`config.mk`:
```
export PLATFORM = sky130hd
export DESIGN_NAME = onehot_rr_arbiter
export DESIGN_NICKNAME = d
export VERILOG_FILES = /design/src/rtl/onehot_rr_arbiter_pkg.sv /design/src/rtl/onehot_rr_arbiter_pick.sv /design/src/rtl/onehot_rr_arbiter.sv
export SDC_FILE = /design/constraint.sdc
export NUM_CORES = 1
export LEC_CHECK = 0
export CAP_MARGIN = 30
export CORE_ASPECT_RATIO = 0.7
export CORE_MARGIN = 1
export CORE_UTILIZATION = 35
export CTS_CLUSTER_DIAMETER = 200
export DETAILED_ROUTE_END_ITERATION = 16
export PLACE_DENSITY = 0.8
export SYNTH_ARGS = -nofsm -noshare
export SYNTH_HDL_FRONTEND = slang
export SYNTH_SLANG_ARGS = --single-unit
```
`constraint.sdc`:
```
create_clock -name clock -period 1.8 [get_ports clock]
set_input_delay 0.36 -clock clock [delete_from_list [all_inputs] [get_ports clock]]
set_output_delay 0.36 -clock clock [all_outputs]
set_load 0.02 [all_outputs]
```
`src/rtl/onehot_rr_arbiter_pkg.sv`:
```
// Shared constants, output-slot state and the pointer rotation helper
// used by the one-hot round-robin arbiter and its pick logic.
package onehot_arb_pkg;

    localparam int ONEHOT_ARB_N     = 4;
    localparam int ONEHOT_ARB_W     = 8;
    localparam int ONEHOT_ARB_MAX_N = 16;
    localparam int ONEHOT_ARB_IDX_W = 4;

    typedef enum logic {
        EMPTY = 1'b0,
        FULL  = 1'b1
    } slot_state_t;

    // Result bit k is v[(k + ptr) mod n]; bits at and above n read as zero.
    function automatic logic [ONEHOT_ARB_MAX_N-1:0] rotate_by_ptr(
        input logic [ONEHOT_ARB_MAX_N-1:0] v,
        input int unsigned                 ptr,
        input int unsigned                 n
    );
        logic [ONEHOT_ARB_MAX_N-1:0] r;
        r = '0;
        for (int unsigned k = 0; k < ONEHOT_ARB_MAX_N; k++) begin
            if (k < n) begin
                r[ONEHOT_ARB_IDX_W'(k)] = v[ONEHOT_ARB_IDX_W'((k + ptr) % n)];
            end
        end
        return r;
    endfunction

endpackage

```
`src/rtl/onehot_rr_arbiter_pick.sv`:
```
// Combinational round-robin pick: rotates the requests so ptr sits at bit 0,
// isolates the lowest set bit, then rotates the one-hot result back.
module onehot_rr_pick
    import onehot_arb_pkg::*;
#(
    parameter int N  = ONEHOT_ARB_N,
    parameter int PW = (N > 1) ? $clog2(N) : 1
)(
    input  logic [N-1:0]  i_valid,
    input  logic [PW-1:0] i_ptr,
    output logic [N-1:0]  o_sel,
    output logic          o_any_valid
);

    logic [ONEHOT_ARB_MAX_N-1:0] w_rot;
    logic [ONEHOT_ARB_MAX_N-1:0] w_first;
    logic [ONEHOT_ARB_MAX_N-1:0] w_sel_full;
    logic [31:0]                 w_back;

    assign w_rot      = rotate_by_ptr(ONEHOT_ARB_MAX_N'(i_valid), 32'(i_ptr), N);
    assign w_first    = w_rot & (-w_rot);
    assign w_back     = 32'((N - int'(i_ptr)) % N);
    assign w_sel_full = rotate_by_ptr(w_first, w_back, N);

    assign o_sel       = w_sel_full[N-1:0];
    assign o_any_valid = |i_valid;

    if (N < ONEHOT_ARB_MAX_N) begin : g_pad
        logic w_unused_hi;
        assign w_unused_hi = |w_sel_full[ONEHOT_ARB_MAX_N-1:N];
    end

endmodule

```
`src/rtl/onehot_rr_arbiter.sv`:
```
// Round-robin arbiter with a one-hot AND-OR data mux and a single registered
// output slot. Define ONEHOT_ARB_LOCK_EN to hold the grant across bursts (in_last).
module onehot_rr_arbiter
    import onehot_arb_pkg::*;
#(
    parameter int N = ONEHOT_ARB_N,
    parameter int W = ONEHOT_ARB_W
)(
    input  logic           clock,
    input  logic           reset,
    input  logic [N-1:0]   in_valid,
    input  logic [N*W-1:0] in_data,
    input  logic [N-1:0]   in_last,
    output logic [N-1:0]   in_ready,
    output logic           out_valid,
    output logic [W-1:0]   out_data,
    output logic [N-1:0]   out_grant,
    input  logic           out_ready
);

    localparam int PW = (N > 1) ? $clog2(N) : 1;

    slot_state_t   r_state;
    slot_state_t   w_state_nxt;
    logic [PW-1:0] r_ptr;
    logic [PW-1:0] w_ptr_nxt;
    logic [W-1:0]  r_out_data;
    logic [N-1:0]  r_out_grant;

    logic [N-1:0]  w_pick_sel;
    logic          w_pick_any;
    logic [N-1:0]  w_sel;
    logic          w_any;
    logic          w_can_load;
    logic          w_take;
    logic          w_out_xfer;
    logic          w_advance;
    logic [W-1:0]  w_mux_data;
    logic [PW-1:0] w_idx;

    onehot_rr_pick #(
        .N  (N),
        .PW (PW)
    ) u_pick (
        .i_valid     (in_valid),
        .i_ptr       (r_ptr),
        .o_sel       (w_pick_sel),
        .o_any_valid (w_pick_any)
    );

`ifdef ONEHOT_ARB_LOCK_EN
    // While locked the owner is the requester in the slot, i.e. r_out_grant.
    logic r_lock;
    logic w_last;

    assign w_sel     = r_lock ? (r_out_grant & in_valid) : w_pick_sel;
    assign w_any     = r_lock ? |(r_out_grant & in_valid) : w_pick_any;
    assign w_last    = |(in_ready & in_last);
    assign w_advance = w_take & w_last;

    always_ff @(posedge clock) begin
        if (!reset) begin
            r_lock <= 1'b0;
        end else if (w_take) begin
            r_lock <= ~w_last;
        end
    end
`else
    logic w_unused_last;

    assign w_unused_last = ^in_last;
    assign w_sel         = w_pick_sel;
    assign w_any         = w_pick_any;
    assign w_advance     = w_take;
`endif

    assign out_valid  = (r_state == FULL);
    assign w_out_xfer = out_valid & out_ready;
    assign w_can_load = ~out_valid | out_ready;
    assign in_ready   = (reset && w_can_load && w_any) ? w_sel : '0;
    assign w_take     = |in_ready;

    always_comb begin
        w_mux_data = '0;
        w_idx      = '0;
        for (int i = 0; i < N; i++) begin
            w_mux_data = w_mux_data | (in_data[i*W +: W] & {W{in_ready[i]}});
            if (in_ready[i]) begin
                w_idx = w_idx | PW'(i);
            end
        end
    end

    assign w_ptr_nxt = (int'(w_idx) == N - 1) ? '0 : w_idx + PW'(1);

    always_comb begin
        w_state_nxt = r_state;
        if (w_take) begin
            w_state_nxt = FULL;
        end else if (w_out_xfer) begin
            w_state_nxt = EMPTY;
        end
    end

    always_ff @(posedge clock) begin
        if (!reset) begin
            r_state <= EMPTY;
        end else begin
            r_state <= w_state_nxt;
        end
    end

    always_ff @(posedge clock) begin
        if (!reset) begin
            r_out_data  <= '0;
            r_out_grant <= '0;
            r_ptr       <= '0;
        end else begin
            if (w_take) begin
                r_out_data  <= w_mux_data;
                r_out_grant <= in_ready;
            end
            if (w_advance) begin
                r_ptr <= w_ptr_nxt;
            end
        end
    end

    assign out_data  = r_out_data;
    assign out_grant = r_out_grant;

endmodule

```
==> Implementation_results.wiki <==
{| class="wikitable"
! Metric !! Value
|-
| Height of the chip || about 44 microns
|-
| Class of the tightest hold or removal check || reg2reg
|-
| Fraction of layout instances using a drive strength above 1 || a little over a third
|-
| Fraction of the cycle the final worst path needs || 100.0%
|-
| Aggregate global-route resource usage || between 20 and 25%
|-
| Initial antenna violation count || 0
|-
| Crit path buf inv count || 3
|-
| Detailed Route Iter0 Violations || 95
|-
| Max Cap Violations || 0
|-
| Post-detail-place hpwl || around 2300 microns
|-
| TritonCTS Buffers || 3
|-
| Core footprint || between 2000 and 2500 sq um
|-
| Share of flip-flops with an asynchronous set or reset after synthesis || 0%
|-
| Net count reported at finish || 229
|-
| Hold buffer count at CTS || 0
|-
| Final design utilization || between 70% and 80%
|-
| Routability congestion estimate || 0.8318
|-
| DR vias || between 1000 and 1500
|-
| EDFF count, synth || 0
|-
| Area of the multi-input gates || roughly 550 sq um
|-
| Cell type with the highest aggregate area in the netlist || dfxtp_1
|-
| Achievable frequency || 555.4 MHz
|-
| Pint || between 0.6 and 0.7 mW
|-
| Level count of the clock H-tree || 1
|-
| Slew Limit Headroom || approximately 78%
|-
| Per-cell via count in the routed design || ~5.2
|-
| Post-Synthesis Mean Instance Area || between 8 and 9 sq um
|-
| Largest cells by area after synthesis || dfxtp_1, a21oi_1, a221oi_1
|-
| Via count of the first global-routing pass || between 1000 and 1500
|-
| Number of iterations in the first detailed-routing pass || 4
|-
| Overall routed net length || 3231 microns
|-
| Number of failing setup endpoints in the final timing report || 2
|-
| Total power draw || between 1 and 1.5 mW
|-
| Number of fill cells || ~170
|-
| Global-route wire length before repair || about 4900 microns
|-
| Post-synth cell types || 26
|-
| Most numerous cell in the Yosys netlist || a21oi_1
|-
| Relative contribution of the clock network to total power || 18.9%
|-
| Data arrival at the endpoint of the critical path || 1440 ps
|-
| Critical path required time || ~1400 ps
|-
| Cell area after synthesis || ~900 sq um
|-
| Result of the run || finished with violations
|-
| Root Driver || clkbuf_4
|-
| Number of routed nets with antenna violations || 0
|-
| Inst Count DP || 208
|-
| Horizontal extent of the die || ~62 microns
|-
| Crit path capture type || output port
|-
| Post-synth net total || between 100 and 150
|-
| Die footprint || approximately 2700 sq um
|-
| Total number of placement rows || 14
|-
| Sequential element share of the synthesized area || roughly 34%
|-
| P_leak || 0.7022 nW
|-
| Minimum clock period || around 1800 ps
|-
| Violations in the final reports || negative setup slack
|-
| Most frequent cell on the critical path || buf_6
|-
| Worst hold slack across all endpoints || between 400 and 500 ps
|-
| Critical Setup Path Class || in2out
|-
| Area fraction of the dominant cell type after synthesis || around a third
|-
| Port-buffer cells || 55
|-
| Remaining Overflow, GRT || 0
|-
| CP Max Fanout || 4
|-
| Final routed DRC violation total || 0
|-
| Buffers from clock root to sink, at most || 2
|-
| Clk_skew || just under 2 ps
|-
| Area occupied by registers || roughly 300 sq um
|-
| Kind of launch point of the worst setup path || input port
|-
| P_sw || 0.3429 mW
|-
| Gate family responsible for the most delay along the worst path || simple AND/OR/NAND/NOR gates
|-
| Worst-path cell with the longest stage delay || or4_4
|-
| Pin count of the biggest net entering global routing || 14
|-
| Power density relative to cell area || 618.8 nW/um^2
|-
| Yosys warnings || 0
|-
| Unrepaired setup endpoints after global routing || true
|-
| Cells traversed along the worst timing path || buf_6 > or4_4 > and3_4 > nand3_2 > inv_2 > buf_6
|-
| Final WS setup || -0.4167 ps
|-
| Routed length per instance || around 15 microns
|-
| Slew @ Worst Pin || about 330 ps
|-
| Relative contribution of sequential cells to total power || between 30% and 40%
|-
| Portion of total power attributed to combinational logic || between 40% and 50%
|-
| Peak supply drop || between 0.0004 and 0.0005 V
|-
| Fin cells || around 220
|-
| Synth Register Bits || 15
|-
| Dominant register cell in the synthesized netlist || dfxtp_1
|-
| Switching portion of total power || 32.98%
|-
| CTS tree || done
|-
| Number of endpoints with negative hold slack in the final report || 0
|-
| Number of I/O pins || 60
|-
| Most instantiated cells after synthesis || a21oi_1, dfxtp_1, nand2_1
|-
| Peak per-stage delay on the critical path || roughly 530 ps
|-
| Initial core utilization || about two fifths
|-
| Slew Limit Fails || 0
|-
| Mapped Cells || 106
|-
| Layout overhead on the synthesized area || 91.58%
|-
| Clock latency on the worst-skew pair || 290 ps
|-
| Clock transition time at the flip-flop clock pins of the worst setup and hold paths || roughly 90 ps
|-
| Antenna Cells || 0
|-
| Sink Count || 15
|}
[layer usage]
metal	routed length [microns]	global-route usage (%)	part of all wire, %
met5	0	0	0
met4	0	0	0
met3	272	7.164	8.4
met2	1515	44.30	47
met1	1443	30.66	45
[final timing paths]
path,start,to,slack (ps),cells after the start
min,out_grant[0]$_SDFFE_PN0P_,out_grant[0]$_SDFFE_PN0P_,480,2
max reg2reg,r_ptr[1]$_SDFFE_PN0P_,r_ptr[0]$_SDFFE_PN0P_,130,8
max,in_valid[1],in_ready[3],-0.4,6
min reg2reg,out_grant[0]$_SDFFE_PN0P_,out_grant[0]$_SDFFE_PN0P_,480,2
[worst min-delay path, delay by kind of cell (launching register included)]
kind	cells	cell delay, ps
DFF	1	330
and+or+nand+nor	1	50
AOI/OAI and AO/OA	1	60
[sequential cells by signal (all words and copies together), names as in the netlist]
register and count:
out_data 8, out_grant 4, r_ptr 2, out_valid 1
[cells by family (layout without fill, tap and decap cells)]
group	Yosys count	count (layout)	synth area share (%)
simple gates	27	27	15.55
buf+inv	12	91	7.133
flops	15	15	34.24
compound gates	52	52	43.08
[cell usage in the layout, fill, tap and decap left out]
cell type | synthesis | final
clkbuf_2 | 0 | 1
nand2b_1 | 2 | 1
or4_4 | 1 | 1
a221oi_1 | 8 | 8
a31o_2 | 8 | 8
nand2b_4 | 0 | 1
o21ai_0 | 7 | 7
dlymetal6s2s_1 | 0 | 1
buf_6 | 2 | 6
a21oi_1 | 17 | 16
clkinv_2 | 0 | 1
o21ai_1 | 4 | 3
a31oi_1 | 1 | 1
and3_4 | 1 | 1
buf_2 | 2 | 3
o22ai_2 | 0 | 1
clkdlybuf4s50_1 | 0 | 45
o21a_1 | 1 | 1
dfxtp_2 | 0 | 2
nand3_2 | 2 | 2
inv_1 | 4 | 3
dlygate4sd2_1 | 0 | 1
o211ai_1 | 1 | 1
o21ai_2 | 1 | 2
nor2_2 | 0 | 3
nor2b_1 | 1 | 1
buf_4 | 0 | 24
nand2_1 | 15 | 13
clkbuf_4 | 0 | 3
nor2_1 | 5 | 2
nand2_2 | 0 | 2
inv_2 | 2 | 3
dfxtp_1 | 15 | 13
a21oi_2 | 0 | 1
a2111oi_4 | 1 | 1
a221oi_4 | 1 | 1
a21o_1 | 1 | 1
[final cells by class]
cell class | count | share of cell area [%]
clock buffers | 3 | 1.340
flip-flops and latches | 15 | 18.02
well taps | 32 | 2.383
inverters | 6 | 1.340
repair buffers | 81 | 44.01
clock inverters | 1 | 0.2978
multi-input cells | 79 | 32.61
[power groups by stage]
stage	registers (mW)	clock network, mW	logic, mW
5_1_grt	0.397	0.219	0.481
2_1_floorplan	0.436	0	0.153
3_3_place_gp	0.396	0	0.420
4_1_cts	0.392	0.201	0.434
6_report	0.393	0.197	0.450
3_5_place_dp	0.398	0	0.425
[what timing repair did]
action                     4_1_cts  5_1_grt
pin swaps                        2        4
setup endpoints to repair       10        7
resized for setup               43       11
setup buffers                    5        1
[per-stage QoR]
stage	TNS (ps)	area [sq um]	setup WS, ps
CTS	-8.619	1653	-5.370
detailed placement	-6757	1585	-773.1
finish	-0.7007	1680	-0.4167
global route	-168.8	1680	-68.18
floorplan	0	877.1	12.82
global placement	-6010	1585	-729.9
(Power assumes the default switching activity.)
